**src/rtl/mem_arbiter_pkg.sv**
```systemverilog
// Shared types and defaults for the IF/DM memory arbiter.
package mem_arbiter_pkg;

    // Arbiter FSM: one access outstanding at a time.
    typedef enum logic [1:0] {
        IDLE    = 2'd0,
        IF_BUSY = 2'd1,
        DM_BUSY = 2'd2
    } arb_state_e;

    // Consecutive DM grants tolerated while a fetch is waiting.
    localparam int STARVE_LIMIT_DEFAULT = 4;

    // Launched access as held for the whole memory transaction (34 bits).
    // rd marks accesses whose completion data must be captured.
    typedef struct packed {
        logic        rd;
        logic        wr;
        logic [15:0] addr;
        logic [15:0] wdata;
    } access_t;

endpackage

```
**src/rtl/mem_arbiter_latch.sv**
```systemverilog
// Holds the launched access (rd, wr, addr, wdata) for the memory's busy window.
module arb_latch
    import mem_arbiter_pkg::*;
(
    input  logic    clk,
    input  logic    rst,
    input  logic    en,
    input  access_t d,
    output access_t q
);

    logic [15:0] ctrl_q;
    logic [13:0] ctrl_unused;

    register_16bits u_addr (
        .clk (clk), .rst (rst), .en (en), .d (d.addr), .q (q.addr)
    );

    register_16bits u_wdata (
        .clk (clk), .rst (rst), .en (en), .d (d.wdata), .q (q.wdata)
    );

    // Control bits share one cell; the upper bits are zero-filled spares.
    register_16bits u_ctrl (
        .clk (clk), .rst (rst), .en (en), .d ({14'b0, d.rd, d.wr}), .q (ctrl_q)
    );

    assign {ctrl_unused, q.rd, q.wr} = ctrl_q;

endmodule

```
**src/rtl/register_16bits.sv**
```systemverilog
// Generic 16-bit register cell with load enable and synchronous clear.
module register_16bits (
    input  logic        clk,
    input  logic        rst,
    input  logic        en,
    input  logic [15:0] d,
    output logic [15:0] q
);

    // Load on enable; synchronous clear dominates.
    always_ff @(posedge clk) begin
        if (rst)     q <= '0;
        else if (en) q <= d;
    end

endmodule

```
**src/rtl/mem_arbiter.sv**
```systemverilog
// Arbitrates fetch (IF) and data (DM) requests onto one multi-cycle memory.
// DM wins ties unless IF has been passed over STARVE_LIMIT times in a row.
module mem_arbiter
    import mem_arbiter_pkg::*;
#(
    parameter int STARVE_LIMIT = STARVE_LIMIT_DEFAULT
) (
    input  logic        clk,
    input  logic        rst,
    input  logic        if_req,
    input  logic [15:0] if_addr,
    input  logic        if_flush,
    input  logic        dm_req,
    input  logic        dm_wr,
    input  logic [15:0] dm_addr,
    input  logic [15:0] dm_wdata,
    output logic        mem_en,
    output logic        mem_wr,
    output logic [15:0] mem_addr,
    output logic [15:0] mem_wdata,
    input  logic [15:0] mem_rdata,
    input  logic        mem_done,
    output logic        if_done,
    output logic [15:0] if_data,
    output logic        dm_done,
    output logic [15:0] dm_rdata,
    output logic        if_stall,
    output logic        dm_stall
);

    localparam int SW = $clog2(STARVE_LIMIT + 1);

    arb_state_e  state_q, state_d;
    logic [SW-1:0] starve_q, starve_d;
    logic        flushed_q, flushed_d;
    logic [15:0] if_data_q, if_data_d;
    logic [15:0] dm_rdata_q, dm_rdata_d;

    logic        dm_win, if_win, launch;
    access_t     grant, lat_q;

    arb_latch u_latch (
        .clk (clk),
        .rst (rst),
        .en  (launch),
        .d   (grant),
        .q   (lat_q)
    );

    // Grant selection, next state, completion routing and data capture.
    always_comb begin
        state_d    = state_q;
        starve_d   = starve_q;
        flushed_d  = flushed_q;
        if_data_d  = if_data_q;
        dm_rdata_d = dm_rdata_q;
        dm_win     = 1'b0;
        if_win     = 1'b0;
        launch     = 1'b0;
        grant      = '0;
        if_done    = 1'b0;
        dm_done    = 1'b0;
        unique case (state_q)
            IDLE: begin
                dm_win = dm_req & (~if_req | (starve_q < SW'(STARVE_LIMIT)));
                if_win = ~dm_win & if_req & ~if_flush;
                if (dm_win) begin
                    launch  = 1'b1;
                    grant   = '{rd: ~dm_wr, wr: dm_wr, addr: dm_addr, wdata: dm_wdata};
                    state_d = DM_BUSY;
                    // A DM win with IF waiting implies starve_q < limit, so this saturates.
                    starve_d = if_req ? starve_q + SW'(1) : '0;
                end else if (if_win) begin
                    launch   = 1'b1;
                    grant    = '{rd: 1'b1, wr: 1'b0, addr: if_addr, wdata: 16'h0};
                    state_d  = IF_BUSY;
                    starve_d = '0;
                end else if (!if_req) begin
                    starve_d = '0;
                end
            end
            IF_BUSY: begin
                if (mem_done) begin
                    state_d   = IDLE;
                    flushed_d = 1'b0;
                    // A redirect arriving with the completion also discards it.
                    if (!(flushed_q | if_flush)) begin
                        if_done   = 1'b1;
                        if_data_d = mem_rdata;
                    end
                end else if (if_flush) begin
                    flushed_d = 1'b1;
                end
            end
            DM_BUSY: begin
                if (mem_done) begin
                    state_d = IDLE;
                    dm_done = 1'b1;
                    if (lat_q.rd) dm_rdata_d = mem_rdata;
                end
            end
            default: state_d = IDLE;
        endcase
    end

    // State and captured-data registers.
    always_ff @(posedge clk) begin
        if (rst) begin
            state_q    <= IDLE;
            starve_q   <= '0;
            flushed_q  <= 1'b0;
            if_data_q  <= '0;
            dm_rdata_q <= '0;
        end else begin
            state_q    <= state_d;
            starve_q   <= starve_d;
            flushed_q  <= flushed_d;
            if_data_q  <= if_data_d;
            dm_rdata_q <= dm_rdata_d;
        end
    end

    // Launch drives the winner straight through; otherwise show the held access.
    always_comb begin
        mem_en    = launch;
        mem_wr    = launch ? grant.wr    : lat_q.wr;
        mem_addr  = launch ? grant.addr  : lat_q.addr;
        mem_wdata = launch ? grant.wdata : lat_q.wdata;
    end

    assign if_data  = if_data_q;
    assign dm_rdata = dm_rdata_q;
    assign if_stall = if_req & ~if_done;
    assign dm_stall = dm_req & ~dm_done;

endmodule
```
**config.mk**
```make
export PLATFORM = sky130hd
export DESIGN_NAME = mem_arbiter
export DESIGN_NICKNAME = d
export VERILOG_FILES = /design/src/rtl/mem_arbiter_pkg.sv /design/src/rtl/mem_arbiter_latch.sv /design/src/rtl/register_16bits.sv /design/src/rtl/mem_arbiter.sv
export SDC_FILE = /design/constraint.sdc
export NUM_CORES = 1
export LEC_CHECK = 0
export ABC_CLOCK_PERIOD_IN_PS = 3960
export CAP_MARGIN = 20
export CORE_MARGIN = 2
export CORE_UTILIZATION = 44
export DETAILED_ROUTE_END_ITERATION = 6
export PLACE_DENSITY_LB_ADDON = 0.12
export SYNTH_ARGS = -nofsm -noshare
export SYNTH_HDL_FRONTEND = slang
export SYNTH_SLANG_ARGS = --single-unit
```
**constraint.sdc**
```tcl
create_clock -name clk -period 3.96 [get_ports clk]
set_input_delay 0.594 -clock clk [delete_from_list [all_inputs] [get_ports clk]]
set_output_delay 0.594 -clock clk [all_outputs]
set_load 0.05 [all_outputs]
```
==> results of run 1 <==
==> metrics by stage <==
stage               hold WS (ns)  total power [µW]
finish                     0.454              2000
global route               0.471              2090
CTS                        0.457              2020
detailed placement         0.446              1470
global placement           0.441              1460
floorplan                  0.436              1200
==> synth_stat cells (2+ instances only) <==
cell type,instances,area [µm²]
a211oi_1,2,15.0
a21oi_1,37,185
a221oi_1,14,123
a221oi_2,2,30.0
a22o_1,9,78.8
a22o_4,8,140
and2_1,2,12.5
buf_2,6,30.0
buf_4,2,15.0
buf_6,2,22.5
clkbuf_1,12,45.0
dfxtp_1,72,1440
ha_1,4,50.1
inv_1,3,11.3
inv_2,2,7.51
nand2_1,70,263
nor2_1,34,128
nor2b_1,12,75.1
nor2b_4,8,110
nor3_1,17,85.1
o21ai_0,2,10.0
or3_1,2,12.5
==> where the power goes <==
group / leakage [µW] / internal (µW) / switching [µW]
clock: 0.0000920 / 288 / 262
sequential: 0.000587 / 764 / 14.5
combinational: 0.00113 / 283 / 385
==> logic make-up (layout without fill, tap and decap cells) <==
family | Yosys count | after routing | synth area share (%)
simple gates | 152 | 152 | 24.5
compound gates | 78 | 78 | 21.0
flops | 72 | 72 | 47.9
buf+inv | 28 | 168 | 4.87
fa+ha+maj | 4 | 4 | 1.66
==> path summary, 6_finish.rpt <==
kind         cells after the start                     to  slack [ns]
min reg2reg                      2            dm_rdata[8]        0.45
min                              2            dm_rdata[8]        0.45
max                              5                if_done        0.71
max reg2reg                      6  u_latch.u_wdata.q[14]        2.28
==> worst min-delay path: stages, from the launching register on <==
cell	delay [ns]
dfxtp_1	0.31
nand2_1	0.05
a21oi_1	0.05
==> sequential cells by signal, indices dropped and copies added, names as in the netlist <==
register           count
flushed_q              1
starve_q               3
dm_rdata              16
if_data               16
u_latch.u_wdata.q     16
u_latch.u_addr.q      16
u_latch.u_ctrl.q       2
state_q                2
==> metal layers <==
layer	vias to the layer above	part of all wire, %
li1	1414	-
met1	1311	43
met2	92	49
met3	8	7.3
met4	0	0.90
met5	-	0
==> layout make-up <==
| type | instances | area, µm² | share of cell area [%] |
|---|---|---|---|
| multi-input cells | 234 | 1420 | 29.8 |
| well taps | 80 | 100 | 2.10 |
| repair buffers | 147 | 1590 | 33.4 |
| clock buffers | 10 | 128 | 2.68 |
| flip-flops and latches | 72 | 1440 | 30.3 |
| inverters | 5 | 18.8 | 0.395 |
| clock inverters | 6 | 60.1 | 1.26 |
==> impl_results.md, run 1 <==
- Reg2reg start: state_q[0]
- Post-synth EDFFs: 0
- Core area: 6720 µm²
- Synthesized area: 3010 µm²
- Min-delay src: dm_rdata[8]
- Clk slew on worst S/H paths: 0.07 ns
- Final Max Slew Viols: 0
- Clock Path Buffers: 2
- DP Wirelength: approximately 5.5 mm
- RSZ-0062 raised after global routing: false
- DP Worst Slack: 0.713 ns
- Final ANT Viol Nets: 0
- Setup-failing EPs final: 0
- Largest net degree at the start of global routing: 40
- Commonest non-fill, non-tap cell in the layout: clkdlybuf4s50_1
- CP max stage delay: 0.86 ns
- Rel. slew slack: between 40% and 50%
- Max Fclk: 0.307 GHz
- Kind of critical path: in -> out
- # Post-CTS Setup Buffers: 0
- #FFs+latches synth: 72
- Nets: between 500 and 600
- Dpl cells: 538
- Initial DRC Count: 110
- Crit path buf inv count: 3
- Status: finished, final reports clean
- Synth cell types: 34
- Worst path slowest cell: clkdlybuf4s50_1
- First-pass GRT wire length: 12.3 mm
- Total Routed Length: 7.57 mm
- Cell mode on critical path: clkdlybuf4s50_1
- Final TNS setup: 0 ns
- Crit-path cells: clkdlybuf4s50_1 > nand2_1 > or3_1 > inv_2 > clkdlybuf4s50_1
- Async SR Flop Fraction: 0%
- Residual DRC: 0
- WP data required: 3.37 ns
- Post-DP Area: 4570 µm²
- Synth warn: 0
- H-tree Lvls: 3
- CP Capture Type: primary output
- Layout Utilization: 70.8%
- Worst Clk Skew: 0.00628 ns
- Share of layout cells above drive strength 1: 17.1%
- Crit Path Max Fanout: 17
- Antenna diodes: 0
- Initial Util: 44.7%
- Avg Cell Area, Syn: 9.00 µm²
- Fin worst setup slack: 0.708 ns
- Sequential fraction of the synthesis area: a little under half
- Synth Flop Type: dfxtp_1
- # fillers: roughly 530
- GRT busiest layer: met2
- Initial antenna violation count: 0
- Data arrival, critical path: 2.66 ns
- IR drop worst, VDD: ~0.29 mV
- CTS Sinks: 72
- Final Cycle Share: 82.1%
- Most frequent cells in the layout: 105 x clkdlybuf4s50_1, 72 x dfxtp_1, 70 x nand2_1
- Area delta synth->final: 58.2%
- CTS Buf Count: 9
- CTS tree: yes
- Grt met3 use: 6.38%
- Pwr/cell area: roughly 420 nW/µm²
- CTS Hold Buffers Added: 0
- Top Family by Delay on Critical Path: buffers and inverters
- DIE WIDTH: 86.7 µm
- Total grt overflow: 0
- Worst hold path class: reg -> reg
- Startpoint type of the worst setup path: input pin
- Drt first pass iters: 6
- Wire per inst: 13.7 µm
- Die ar.: 7510 µm²
- Syn_nets: 409
- Max-cap violations: 0
- I/O pins: between 100 and 150
- Hold Fails Final Rpt: 0
- Die Span Y: between 80 and 90 µm
- Worst-margin pin slew: 0.761 ns
- Clock Latency Late Sink: 0.33 ns
- Global placer's final weighted congestion: 0.769
- Post-CTS Resized: 0
- Placement Rows: 30
- PortBufs: 140
- Met1 usage: 24.9%
- Non-filler cells, final: 554
- Final Instance Area: 4760 µm²
- Root Driver: clkbuf_8
- Crit. Startpoint: mem_done
- Via Count: 2825
- Vias in the first global route: 2661
- Global Route Usage Sum: 20.5%
- LEAKAGE: 0.00181 µW
- Synth Instances: 334
- Met2 Use GR: 33.9%
- DR vias/cell: 5.10
- Fin crit period: 3.25 ns
No activity file was read; power rests on OpenSTA's default activity.
==> run 2, diff against run 1 <==
--- a/config.mk
+++ b/config.mk
@@ -5,10 +5,10 @@
 export SDC_FILE = /design/constraint.sdc
 export NUM_CORES = 1
 export LEC_CHECK = 0
-export ABC_CLOCK_PERIOD_IN_PS = 3960
+export ABC_CLOCK_PERIOD_IN_PS = 2600
 export CAP_MARGIN = 20
 export CORE_MARGIN = 2
-export CORE_UTILIZATION = 44
+export CORE_UTILIZATION = 37
 export DETAILED_ROUTE_END_ITERATION = 6
 export PLACE_DENSITY_LB_ADDON = 0.12
 export SYNTH_ARGS = -nofsm -noshare
==> constraint.sdc (replaced) <==
create_clock -name clk -period 2.6 [get_ports clk]
set_input_delay 0.39 -clock clk [delete_from_list [all_inputs] [get_ports clk]]
set_output_delay 0.39 -clock clk [all_outputs]
set_load 0.05 [all_outputs]
==> impl_results.md, run 2 (synthesis results as in run 1) <==
- Final Cycle Share: 98.0%
- Worst hold path class: reg -> reg
- Crit Path Max Fanout: 13
- CTS tree: yes
- Residual DRC: 0
- Data arrival, critical path: 2.16 ns
- Nets: 549
- Post-DP Area: 4640 µm²
- Global placer's final weighted congestion: roughly 0.74
- Final ANT Viol Nets: 0
- Worst-margin pin slew: 0.605 ns
- First-pass GRT wire length: around 13 mm
- Pwr/cell area: roughly 620 nW/µm²
- Wire per inst: approximately 14 µm
- DR vias/cell: 4.84
- Commonest non-fill, non-tap cell in the layout: clkdlybuf4s50_1
- DR top layer: met4
- Startpoint type of the worst setup path: input pin
- WP data required: 2.21 ns
- Final Max Slew Viols: 0
- Die ar.: 8860 µm²
- Clock Path Buffers: 2
- Hold Fails Final Rpt: 0
- Clock Latency Late Sink: approximately 0.34 ns
- Layout Utilization: 62.3%
- Core area: a little under 8000 µm²
- Fin crit period: 2.55 ns
- # fillers: between 600 and 700
- CTS Hold Buffers Added: 0
- WL met2: 3.76 mm
- Routed wl met3: a little under 700 µm
- Drt first pass iters: 4
- Via Count: 2810
- DIE WIDTH: 94.1 µm
- Multi-input logic area: 1460 µm²
- Initial antenna violation count: 0
- CTS Sinks: 72
- Initial Util: 38.5%
- Max-cap violations: 0
- Kind of critical path: in -> out
- Worst Clk Skew: around 0.012 ns
- Placement Rows: 32
- FF+latch area: 1440 µm²
- Status: finished, final reports clean
- Die Span Y: around 94 µm
- Clk slew on worst S/H paths: 0.07 ns
- I/O pins: 141
- RSZ-0062 raised after global routing: true
- Most frequent cells in the layout: 101 x clkdlybuf4s50_1, 72 x dfxtp_1, 70 x nand2_1
- Max Fclk: 0.392 GHz
- Met1 WL: roughly 3.4 mm
- Area delta synth->final: 61.7%
- IR drop worst, VDD: 0.409 mV
- Global Route Usage Sum: 18.3%
- Final TNS setup: 0 ns
- Worst reg2reg path depth: 9
- CP Capture Type: primary output
- Vias in the first global route: approximately 2.8k
- Total grt overflow: 0
- CTS Buf Count: 9
- PortBufs: 140
- Antenna diodes: 0
- LEAKAGE: 0.00185 µW
- Root Driver: clkbuf_8
- Hold Path Depth: 2
- Setup-failing EPs final: 0
- Final Instance Area: 4860 µm²
- Rel. slew slack: 59.7%
- Total Routed Length: 7.93 mm
- Share of layout cells above drive strength 1: about a fifth
- H-tree Lvls: 3
- Initial DRC Count: 103
- DP Wirelength: 5.78 mm
- Largest net degree at the start of global routing: 29
==> run 2: cell types whose count changed in the layout (fill, tap and decap cells not counted), sizes merged <==
cell / change
clkinv: -1
buf: +9
clkdlybuf4s50: -4
inv: +2
bufinv: -1
==> run 2: cell type report <==
cell class | count | share of cell area [%]
inverter | 5 | 0.386
clock inverter | 6 | 0.875
tap | 102 | 2.63
sequential | 72 | 29.7
multi-input combinational | 234 | 30.1
clock buffer | 10 | 2.83
timing repair buffer | 152 | 33.5
==> run 2: timing repair <==
item	4_1_cts	5_1_grt
resized for setup	2	6
setup endpoints to repair	16	8
buffers inserted	0	0
==> run 2: power breakdown <==
part           switching (µW)  internal, µW
logic                     598           437
clock network             424           375
registers                21.4          1160
==> run 2: through the flow <==
step | cells | power (µW) | worst slack, ns | hold WS (ns)
global placement | 565 | 2230 | -0.407 | 0.442
detailed placement | 565 | 2240 | -0.498 | 0.446
floorplan | 334 | 1830 | 0.302 | 0.436
CTS | 581 | 3050 | 0.0535 | 0.458
finish | 581 | 3020 | 0.0521 | 0.457
global route | 581 | 3170 | -0.0126 | 0.476
==> run 2: path summary, 6_finish.rpt <==
| check | from | endpoint | slack, ns |
|---|---|---|---|
| min | if_data[9] | if_data[9] | 0.46 |
| max | dm_req | mem_addr[12] | 0.05 |
| min reg2reg | if_data[9] | if_data[9] | 0.46 |
| max reg2reg | state_q[1] | if_data[11] | 0.81 |
==> run 2: worst max-delay path, stage by stage <==
cell             delay (ns)
clkdlybuf4s50_1        0.51
buf_4                  0.13
a21boi_4               0.22
o21ai_4                0.10
buf_4                  0.22
a221oi_1               0.31
nor2_1                 0.08
buf_4                  0.20
==> run 2: routing by layer <==
metal | GRT usage [%] | vias up
li1 | - | 1423
met1 | 21.2 | 1287
met2 | 30.3 | 96
met3 | 7.95 | 4
met4 | 5.80 | 0
met5 | 0 | -
==> run 3, diff against run 2 <==
--- a/config.mk
+++ b/config.mk
@@ -7,7 +7,7 @@
 export LEC_CHECK = 0
 export ABC_CLOCK_PERIOD_IN_PS = 2600
 export CAP_MARGIN = 20
-export CORE_MARGIN = 2
+export CORE_MARGIN = 1.5
 export CORE_UTILIZATION = 37
 export DETAILED_ROUTE_END_ITERATION = 6
 export PLACE_DENSITY_LB_ADDON = 0.12
==> impl_results.md, run 3 (synthesis results as in run 1) <==
- Min-delay src: if_data[6]
- Max-cap violations: 0
- CP Capture Type: primary output
- Total Routed Length: 7.94 mm
- # fillers: 687
- FF+latch area: 1440 µm²
- Clock Latency Late Sink: 0.34 ns
- DR vias/cell: 4.83
- Clock Path Buffers: 2
- Max Fclk: 0.399 GHz
- Die ar.: just under 9000 µm²
- CTS Buf Count: 9
- CTS Sinks: 72
- Setup-failing EPs final: 0
- Largest net degree at the start of global routing: 39
- Residual DRC: 0
- Fin crit period: 2.51 ns
- Crit-path cells: clkdlybuf4s50_1 > buf_4 > a21boi_4 > o21ai_4 > buf_4 > a221oi_1 > nor2_1 > buf_4
- Die Span Y: 93.1 µm
- First-pass GRT wire length: around 13 mm
- WP data required: about 2.2 ns
- PortBufs: 140
- Root Driver: clkbuf_8
- Worst reg2reg path depth: 8
- Nets: 549
- Crit Path Max Fanout: 10
- Cell mode on critical path: buf_4
- Commonest non-fill, non-tap cell in the layout: clkdlybuf4s50_1
- Layout Utilization: 62.2%
- Share of layout cells above drive strength 1: 19.2%
- Worst reg2reg setup slack: 0.87 ns
- Worst path slowest cell: clkdlybuf4s50_1
- Global placer's final weighted congestion: 0.781
- Clk slew on worst S/H paths: 0.07 ns
- Status: finished, final reports clean
- Hold Fails Final Rpt: 0
- Global Route Usage Sum: 19.4%
- Final Cycle Share: a little over nine tenths
- Area delta synth->final: 61.6%
- Drt first pass iters: 4
- I/O pins: 141
- Pwr/cell area: 635 nW/µm²
- Worst-margin pin slew: 0.680 ns
- Hold Path Depth: 2
- Multi-input logic area: 1430 µm²
- Final ANT Viol Nets: 0
- Initial DRC Count: 72
- Total grt overflow: 0
- Startpoint type of the worst setup path: input pin
- CP max stage delay: about 0.45 ns
- Wire per inst: 13.7 µm
- R2r endpoint: if_data[11]
- Hold Slack: 0.455 ns
- Antenna diodes: 0
- Final TNS setup: 0 ns
- Rel. slew slack: 54.7%
- Kind of critical path: in -> out
- CTS tree: yes
- Hold Path Sink: if_data[6]
- LEAKAGE: 0.00186 µW
- Vias in the first global route: 2857
- Initial Util: 38.5%
- Via Count: 2804
- Worst hold path class: reg -> reg
- IR drop worst, VDD: between 0.3 and 0.4 mV
- DIE WIDTH: just over 90 µm
- RSZ-0062 raised after global routing: true
- Initial antenna violation count: 0
- DP Wirelength: 5.69 mm
- H-tree Lvls: 3
- Data arrival, critical path: 2.12 ns
- Placement Rows: 32
- Reg2reg start: state_q[1]
- Final Max Slew Viols: 0
- Worst Clk Skew: 0.00943 ns
- Core area: 7810 µm²
- Most frequent cells in the layout: 101 x clkdlybuf4s50_1, 72 x dfxtp_1, 70 x nand2_1
-- run 3: per-layer routing --
metal	GRT usage [%]	share of wire, %
met3	5.69	7.0
met1	23.5	45
met2	32.2	47
met4	7.45	1.4
met5	0	0
-- run 3: power by group --
part           internal (µW)  leakage (µW)  switching, µW
Sequential              1160      0.000587           21.7
Clock                    468     0.0000993            405
Combinational            436       0.00117            590
-- run 3: worst max path at each step --
| stage | startpoint | to | slack, ns | cells past startpoint |
|---|---|---|---|---|
| after floorplan | dm_req | mem_addr[10] | 0.30 | 6 |
| after global placement | if_req | mem_addr[1] | -0.48 | 6 |
| after detailed placement | if_req | mem_addr[1] | -0.08 | 7 |
| after CTS | if_req | mem_addr[4] | 0.07 | 8 |
| after global routing | dm_req | mem_addr[5] | -0.05 | 8 |
| final | if_req | mem_addr[14] | 0.09 | 8 |
-- run 3: what timing repair did --
action                     CTS  global route
setup endpoints to repair   10             4
buffers inserted             0             0
hold buffers                 0             0
cloned                       0             0
gates resized for setup      1             1
-- run 3: cell type report --
type | instances | share of cell area [%]
Inverter | 5 | 0.386
Tap cell | 102 | 2.63
Clock buffer | 11 | 2.91
Timing Repair Buffer | 152 | 33.9
Clock inverter | 5 | 1.16
Sequential cell | 72 | 29.7
Multi-Input combinational cell | 234 | 29.4
-- run 3: worst max-delay path, delay by kind of cell --
| family | cells | cell delay (ns) |
|---|---|---|
| buf+inv | 4 | 1.04 |
| compound gates | 3 | 0.61 |
| simple gates | 1 | 0.08 |
-- run 3: per-stage QoR --
stage          power [µW]  instance area [µm²]  setup WS (ns)  instances
4_1_cts              3120                 4850         0.0736        581
3_3_place_gp         2230                 4640         -0.479        564
2_1_floorplan        1830                 3010          0.302        334
3_5_place_dp         2240                 4650        -0.0774        565
6_report             3080                 4860         0.0928        581
5_1_grt              3240                 4860        -0.0478        581
